**src/rtl/icache_sa.sv**
```systemverilog
// Set-associative instruction cache with round-robin replacement and line refill.
// Handles one fetch at a time; clear squashes the pending response, flush invalidates all lines.
module icache_sa #(
    parameter int unsigned WAYS       = 2,
    parameter int unsigned SETS       = 16,
    parameter int unsigned LINE_WORDS = 4
) (
    input  logic        clk,
    input  logic        rst,
    input  logic        rdy,
    input  logic        req_valid,
    input  logic [31:0] req_addr,
    output logic        req_ready,
    output logic        resp_valid,
    output logic [31:0] resp_inst,
    input  logic        clear,
    input  logic        flush,
    output logic        mem_req_valid,
    output logic [31:0] mem_req_addr,
    input  logic        mem_req_ready,
    input  logic        mem_resp_valid,
    input  logic [31:0] mem_resp_data
);

    localparam int unsigned OW = $clog2(LINE_WORDS);
    localparam int unsigned IW = $clog2(SETS);
    localparam int unsigned TW = 30 - OW - IW;
    localparam int unsigned WW = (WAYS > 1) ? $clog2(WAYS) : 1;
    localparam int unsigned CW = (OW > 0) ? OW : 1;

    typedef enum logic [2:0] {IDLE, LOOKUP, MISS_REQ, REFILL, RESPOND} state_e;

    state_e            state_q, state_d;
    logic [31:0]       addr_q, addr_d;
    logic [WW-1:0]     victim_q, victim_d;
    logic [CW-1:0]     cnt_q, cnt_d;
    logic              squash_q, squash_d;
    logic              flushed_q, flushed_d;
    logic              resp_valid_q, resp_valid_d;
    logic [31:0]       resp_inst_q, resp_inst_d;
    logic              mem_req_valid_q, mem_req_valid_d;
    logic [31:0]       mem_req_addr_q, mem_req_addr_d;

    logic [WAYS-1:0]   valid_q [SETS];
    logic [WW-1:0]     ptr_q   [SETS];
    logic [TW-1:0]     tag_q   [SETS][WAYS];
    logic [31:0]       data_q  [SETS][WAYS][LINE_WORDS];

    logic [CW-1:0]     off;
    logic [IW-1:0]     idx;
    logic [TW-1:0]     tag;
    logic              hit, inv_found, wr_en, fill_done;
    logic [WW-1:0]     hit_way, inv_way;
    logic [31:0]       hit_word;

    assign off = CW'((addr_q >> 2) & 32'(LINE_WORDS - 1));
    assign idx = IW'(addr_q >> (2 + OW));
    assign tag = TW'(addr_q >> (2 + OW + IW));

    assign req_ready     = rst && (state_q == IDLE) && rdy && !flush;
    assign resp_valid    = resp_valid_q && !clear;
    assign resp_inst     = resp_inst_q;
    assign mem_req_valid = mem_req_valid_q;
    assign mem_req_addr  = mem_req_addr_q;

    // Parallel tag compare plus lowest-numbered invalid way for victim preference
    always_comb begin
        hit       = 1'b0;
        hit_way   = '0;
        inv_found = 1'b0;
        inv_way   = '0;
        for (int unsigned w = 0; w < WAYS; w++) begin
            if (valid_q[idx][w] && (tag_q[idx][w] == tag)) begin
                hit     = 1'b1;
                hit_way = WW'(w);
            end
            if (!valid_q[idx][w] && !inv_found) begin
                inv_found = 1'b1;
                inv_way   = WW'(w);
            end
        end
    end

    assign hit_word = data_q[idx][hit_way][off];

    always_comb begin
        state_d         = state_q;
        addr_d          = addr_q;
        victim_d        = victim_q;
        cnt_d           = cnt_q;
        squash_d        = squash_q;
        flushed_d       = flushed_q;
        resp_valid_d    = 1'b0;
        resp_inst_d     = resp_inst_q;
        mem_req_valid_d = mem_req_valid_q;
        mem_req_addr_d  = mem_req_addr_q;
        wr_en           = 1'b0;
        fill_done       = 1'b0;
        case (state_q)
            IDLE: begin
                if (req_valid && req_ready) begin
                    addr_d    = req_addr & ~32'h3;
                    squash_d  = 1'b0;
                    flushed_d = 1'b0;
                    state_d   = LOOKUP;
                end
            end
            LOOKUP: begin
                if (clear) begin
                    state_d = IDLE;
                end else if (hit) begin
                    resp_valid_d = 1'b1;
                    resp_inst_d  = hit_word;
                    state_d      = IDLE;
                end else begin
                    victim_d        = inv_found ? inv_way : ptr_q[idx];
                    cnt_d           = '0;
                    mem_req_valid_d = 1'b1;
                    mem_req_addr_d  = addr_q & ~32'(LINE_WORDS * 4 - 1);
                    state_d         = MISS_REQ;
                end
            end
            MISS_REQ: begin
                if (clear) squash_d = 1'b1;
                if (flush) flushed_d = 1'b1;
                if (mem_req_ready) begin
                    mem_req_valid_d = 1'b0;
                    state_d         = REFILL;
                end
            end
            REFILL: begin
                if (clear) squash_d = 1'b1;
                if (flush) flushed_d = 1'b1;
                if (mem_resp_valid) begin
                    wr_en = 1'b1;
                    cnt_d = cnt_q + CW'(1);
                    if (cnt_q == off) resp_inst_d = mem_resp_data;
                    if (cnt_q == CW'(LINE_WORDS - 1)) begin
                        fill_done    = 1'b1;
                        resp_valid_d = !(squash_q || clear);
                        state_d      = RESPOND;
                    end
                end
            end
            RESPOND: begin
                state_d = IDLE;
            end
            default: state_d = IDLE;
        endcase
    end

    // Control, valid bits and victim pointers; everything freezes while rdy is low
    always_ff @(posedge clk or negedge rst) begin
        if (!rst) begin
            state_q         <= IDLE;
            addr_q          <= '0;
            victim_q        <= '0;
            cnt_q           <= '0;
            squash_q        <= 1'b0;
            flushed_q       <= 1'b0;
            resp_valid_q    <= 1'b0;
            resp_inst_q     <= '0;
            mem_req_valid_q <= 1'b0;
            mem_req_addr_q  <= '0;
            valid_q         <= '{default: '0};
            ptr_q           <= '{default: '0};
        end else if (rdy) begin
            state_q         <= state_d;
            addr_q          <= addr_d;
            victim_q        <= victim_d;
            cnt_q           <= cnt_d;
            squash_q        <= squash_d;
            flushed_q       <= flushed_d;
            resp_valid_q    <= resp_valid_d;
            resp_inst_q     <= resp_inst_d;
            mem_req_valid_q <= mem_req_valid_d;
            mem_req_addr_q  <= mem_req_addr_d;
            if (flush) begin
                valid_q <= '{default: '0};
                ptr_q   <= '{default: '0};
            end else if (fill_done && !flushed_q) begin
                valid_q[idx][victim_q] <= 1'b1;
                ptr_q[idx] <= (ptr_q[idx] == WW'(WAYS - 1)) ? '0 : ptr_q[idx] + WW'(1);
            end
        end
    end

    // Tag and data storage carry no reset; validity is tracked separately
    always_ff @(posedge clk) begin
        if (rdy && wr_en) data_q[idx][victim_q][cnt_q] <= mem_resp_data;
        if (rdy && fill_done) tag_q[idx][victim_q] <= tag;
    end

endmodule

```
**config.mk**
```make
export PLATFORM = sky130hd
export DESIGN_NAME = icache_sa
export DESIGN_NICKNAME = d
export VERILOG_FILES = /design/src/rtl/icache_sa.sv
export SDC_FILE = /design/constraint.sdc
export NUM_CORES = 2
export LEC_CHECK = 0
export BUFFER_PORTS_ARGS = -buffer_cell sky130_fd_sc_hd__buf_4
export CAP_MARGIN = 20
export CORE_MARGIN = 2
export CORE_UTILIZATION = 50
export CTS_CLUSTER_DIAMETER = 50
export CTS_CLUSTER_SIZE = 28
export DETAILED_ROUTE_END_ITERATION = 8
export PLACE_DENSITY_LB_ADDON = 0.08
export SYNTH_ARGS = -nofsm -noshare
export SYNTH_HDL_FRONTEND = slang
export SYNTH_MEMORY_MAX_BITS = 65536
export SYNTH_SLANG_ARGS = --single-unit
```
**constraint.sdc**
```tcl
create_clock -name clk -period 7 [get_ports clk]
set_input_delay 0.7 -clock clk [delete_from_list [all_inputs] [get_ports clk]]
set_output_delay 0.7 -clock clk [all_outputs]
set_load 0.1 [all_outputs]
```
-- After elaboration in Yosys (flattened, before gate mapping)
Memories as Yosys holds them, arrays and structs flattened.
Cells that the tools add are included.
- add/subtract/negate cells: 2
- $mul: 0
- div/mod/pow operators: 0
- order comparisons: 10
- equal/unequal tests: 17
- shift operators: 0
- mux-type cells: 76
- bitwise logic cells: 8
- reductions and logical operators: 36
- operator list (kind ; count):
    128-bit two-way mux ; 4
    32-bit two-way mux ; 9
    256-bit two-way mux ; 1
    128-bit demux with 1-bit select ; 1
    32-bit binary-select mux with 2-bit select ; 1
    32-bit demux with 2-bit select ; 1
    32-bit case mux with 2 select lines ; 1
    24-bit == test ; 2
    48-bit two-way mux ; 1
    16-bit two-way mux ; 2
    32-bit OR ; 1
    1-bit two-way mux ; 29
    24-bit demux with 1-bit select ; 1
    24-bit two-way mux ; 1
    16-bit bitwise mux ; 1
    2-bit two-way mux ; 8
    1-bit logical AND ; 15
    5-bit AND reduction ; 3
    2-bit != test (second input constant) ; 7
    3-bit two-way mux ; 4
    3-bit case mux with 4 select lines ; 1
    4-bit AND reduction ; 3
    2-bit binary-select mux with 4-bit select ; 1
    2-bit demux with 4-bit select ; 1
    32 further kinds ; 50
- register bits after elaboration: 148
- latch bits: 0
- memory bits (writable): 4864
- memory bits (read-only): 0
- bits of input ports: 72
- output and inout bits: 67
- word-level logic and storage cells: 193
- memories: 2
- memories (name ; depth ; bits a word ; rd ports ; clocked after Yosys merged registers in ; write ports ; RTL line ; RTL):
    data_q ; 16 ; 256 ; 1 ; 0 ; 1 ; 47 ; logic [31:0] data_q [SETS][WAYS][LINE_WORDS];
    tag_q ; 16 ; 48 ; 1 ; 0 ; 1 ; 46 ; logic [TW-1:0] tag_q [SETS][WAYS];

-- Logic depth before layout (Yosys ltp)
- depth in word-level cells: 16
- gate-level depth with buffers: 17
- gate-level depth less buffers: 10

-- Worst setup path before layout
OpenSTA, ideal clock, no wires.
- path kind: input port to flip-flop
- from: input rdy
- to: register addr_q[15]
- setup time: 125 ps
- arrival time: 5547 ps
- data required time: 6875 ps
- path slack: 1328 ps
- stages: 6
- path buffers: 2
- cells stage by stage: clkbuf_1 > nand2_1 > nor4b_1 > nand2_1 > buf_1 > mux2_2
- word-level cells in the longest chain between the ends: 4
- RTL lines (element ; RTL line ; RTL):
    start, declared ; 10 ; input logic rdy,
    1-bit logical AND (2 in a row) ; 60 ; assign req_ready = rst && (state_q == IDLE) && rdy && !flush;
    via req_ready ; 13 ; output logic req_ready,
    1-bit logical AND ; 101 ; if (req_valid && req_ready) begin
    3-bit AND reduction (no source line) ; -- ;
    end signal, assigned ; 169 ; addr_q <= addr_d;
    end, declared ; 34 ; logic [31:0] addr_q, addr_d;
The timed path passes the listed nets, and every way through them passes these cells.
A chain may end at the register's enable or synchronous reset.

-- Worst setup path after layout
- from: register addr_q[4]
- to: register mem_req_addr_q[27], in the netlist mem_req_addr[27]
- word-level cells in the longest chain between the ends: 9
- elaborated cells between the ends (all ways): 13
- those cells by class: eq/ne: 2; mux: 5; bitwise: 2; reduce/logical: 3; memory: 1
- RTL lines (element ; RTL line ; RTL):
    parallel branches: the longest is 6 deep, another holds memory read 16 x 48 bit ; -- ;
    1-bit two-way mux * ; 73 ; if (valid_q[idx][w] && (tag_q[idx][w] == tag)) begin
    1-bit NOT (no source line) * ; -- ;
    4-bit AND reduction (no source line) * ; -- ;
    end signal, assigned ; 177 ; mem_req_addr_q <= mem_req_addr_d;
    end, declared ; 42 ; logic [31:0] mem_req_addr_q, mem_req_addr_d;
Mark *: on every way between the ends. The select of a mux whose other input is x is not followed.

==> metrics.csv <==
metric,value,unit
worst skew pair latency,1.05,ns
Main synth FF type,edfxtp_1,
syn_area_per_cell,23.9,um2
fin nets,8765,
FF-to-FF Start,addr_q[4],
core area,0.383,mm2
fmax,166,MHz
total power,89.2,mW
period utilization,86.0,%
total track usage,26.2,%
Max Cap Viol,0,
Chip Height,624,um
critical path endpoint category,register,
Hold Slack,0.0894,ns
final hold viol count,0,
first drt pass iteration count,6,
Fin Setup TNS,0,ns
WL per Instance,35.9,um
Via-to-Cell Ratio,6.38,
"flops & latches, synth",5012,
post-cts gate resize count,0,
Max Slew Vio Count,0,
critical path class,reg -> reg,
Worst slew margin,17.5,%
H-tree levels,6,
CP dominant cell by count,buf_4,
number of global-route vias before repair,91464,
R2R setup slack,0.98,ns
Synth top area share,75.9,%
gr ovfl total,0,
Worst Reg-to-Reg Cells,13,
hold path cells,4,
Mapped Area,0.192,mm2
pre-CTS setup slack,1.19,ns
initial antenna violation count,28,
final worst setup slack,0.980,ns
Fillers,27254,
CP max stage cell,a2111oi_0,
cell taking the most area after synthesis,edfxtp_1,
"Core Util, Final",57.7,%
Max VDD drop,0.000383,V
CP max stage delay,1.08,ns
RSZ-0062 raised after global routing,false,
Non-Filler Instances,14162,
Static Leak,69.1,nW
WHS Endpoint,mem_req_valid,
area post-placement,0.202,mm2
CTS max path bufs,4,
gpl congestion,0.861,
cell area after layout,0.221,mm2
Detailed Place HPWL,285000,um
via count of the routed design,90297,
clk root buf,clkbuf_16,
CP Max Fanout,37,
synth top area cells,"edfxtp_1, mux4_2, dfrtp_1, mux2i_1, nor2_1",
CTS tree,built,
cts bufs inserted,535,
asr flop ratio synth,2.95,%
worst-path cell chain,nor2_1 > buf_4 > a221oi_1 > xor2_1 > a2111oi_0 > nand4_1 > buf_4 > or3_2 > buf_4 > nand3_1 > nor2_4 > buf_4 > mux2_1,
fin crit period,6.02,ns
"most common cell after layout, fill and taps aside",edfxtp_1,
"Arr. time, crit path",6.92,ns
DIE AREA,0.390,mm2
status,completed,
clock slew at reported path FFs,0.07,ns
CP Launch Type,register,
Worst Max-Slew Pin Slew,1.24,ns
P&R area growth vs syn,14.8,%
num rows,227,
WP data required,7.90,ns
worst reg2reg endpoint,mem_req_addr[27],
worst clock skew,0.0573,ns
Final setup viols,0,
"Distinct cells, synth",64,
share of cells above drive strength 1,34.5,%
Iteration-0 DRC Markers,11029,
input/output buffers,132,
first-pass GRT wire length,711000,um
Post-DRT Antenna Nets,0,
Synth Warn #,0,
worst hold start,mem_req_ready,
Horiz. Die Dim,624,um
starting density of the core,50.3,%
largest net degree at the start of global routing,122,
worst min-delay path class,in -> reg,
cell area power density,404,mW/mm2
Residual DRC,0,
placed insts,13141,
Post-synth EDFFs,4864,
most frequent cells in the layout,"edfxtp_1, mux4_2, clkbuf_16",
Mapped Cells,8055,
post-synthesis sequential area ratio,77.9,%
drt total wl,509000,um
Num Clock Sinks,5012,
Setup Buffers After CTS,0,
I/O pins,139,
## layout make-up
cell class	count	area, um2	area share [%]
flip-flops and latches	5012	150000	67.8
inverters	17	71.3	0.0323
well taps	5038	6300	2.85
clock inverters	361	4130	1.87
clock buffers	600	14100	6.37
diodes	11	27.5	0.0125
multi-input cells	2581	41700	18.9
repair buffers	542	4730	2.14
## worst max-delay path, delay by kind of cell, from the launching register on
| family | cells | cell delay, ns |
|---|---|---|
| AO/OA/AOI/OAI | 2 | 1.44 |
| multiplexers | 1 | 0.35 |
| buffers and inverters | 4 | 1.15 |
| flip-flops | 1 | 1.01 |
| XOR/XNOR | 1 | 0.29 |
| AND/OR/NAND/NOR | 5 | 1.55 |
## cell usage after synthesis (14+ instances only)
master and number:
a21oi_1 26, a22o_1 19, a31oi_1 14, buf_1 80
buf_2 193, buf_4 20, buf_6 17, clkbuf_1 137
dfrtp_1 148, edfxtp_1 4864, inv_1 14, mux2_1 21
mux2_2 70, mux2i_1 143, mux4_2 1479, nand2_1 104
nor2_1 287, nor3_1 75, o21ai_0 90, o22ai_1 64
o31ai_1 34, xnor2_1 36, xor2_1 20
## worst max-delay path by stage
stage                     slack (ns)      start                to  cells past startpoint
after global placement          1.19  addr_q[4]     resp_inst[27]                     12
after global routing            0.91  addr_q[4]  mem_req_addr[14]                     13
after CTS                       1.18  addr_q[4]     resp_inst[27]                     12
after floorplan                 1.33        rdy        addr_q[15]                      6
after detailed placement        1.19  addr_q[4]     resp_inst[27]                     12
final                           0.98  addr_q[4]  mem_req_addr[27]                     13
## layer usage
layer / part of all wire, % / up-vias / GRT usage, %
met5: 0.0063 / - / 0
met4: 3.1 / 4 / 7.56
met3: 7.1 / 694 / 3.69
met2: 48 / 3690 / 41.5
met1: 41 / 49941 / 38.4
li1: - / 35968 / -
## power by group
| part | switching (mW) | internal [mW] | leakage [nW] |
|---|---|---|---|
| sequential | 0.623 | 33.9 | 45.6 |
| combinational | 14.9 | 10.7 | 14.7 |
| clock | 12.3 | 16.8 | 8.78 |
| total | 27.8 | 61.4 | 69.1 |
## cells by family after synthesis
logic type | count (synthesis) | synth area share, %
xor gates and xnor gates | 56 | 0.255
buffers and inverters | 465 | 1.14
other | 1 | 0.00195
adders and majority gates | 4 | 0.0260
and+or+nand+nor | 506 | 1.09
muxes | 1713 | 18.6
AOI/OAI and AO/OA | 298 | 1.01
DFF | 5012 | 77.9
## state kept, by name (all words and copies together) (netlist names)
signal and flops:
addr_q 30, cnt_q 2, data_q 4096, flushed_q 1, mem_req_addr 28, mem_req_valid 1, ptr_q 16, resp_inst 32
resp_valid_q 1, squash_q 1, state_q 3, tag_q 768, valid_q 32, victim_q 1
## repair_timing
item,CTS,global route
endpoints found under the setup margin,0,0
hold buffers,35,0
endpoints found under the hold margin,73,0
Note: power is estimated with default switching activity, not from simulation.
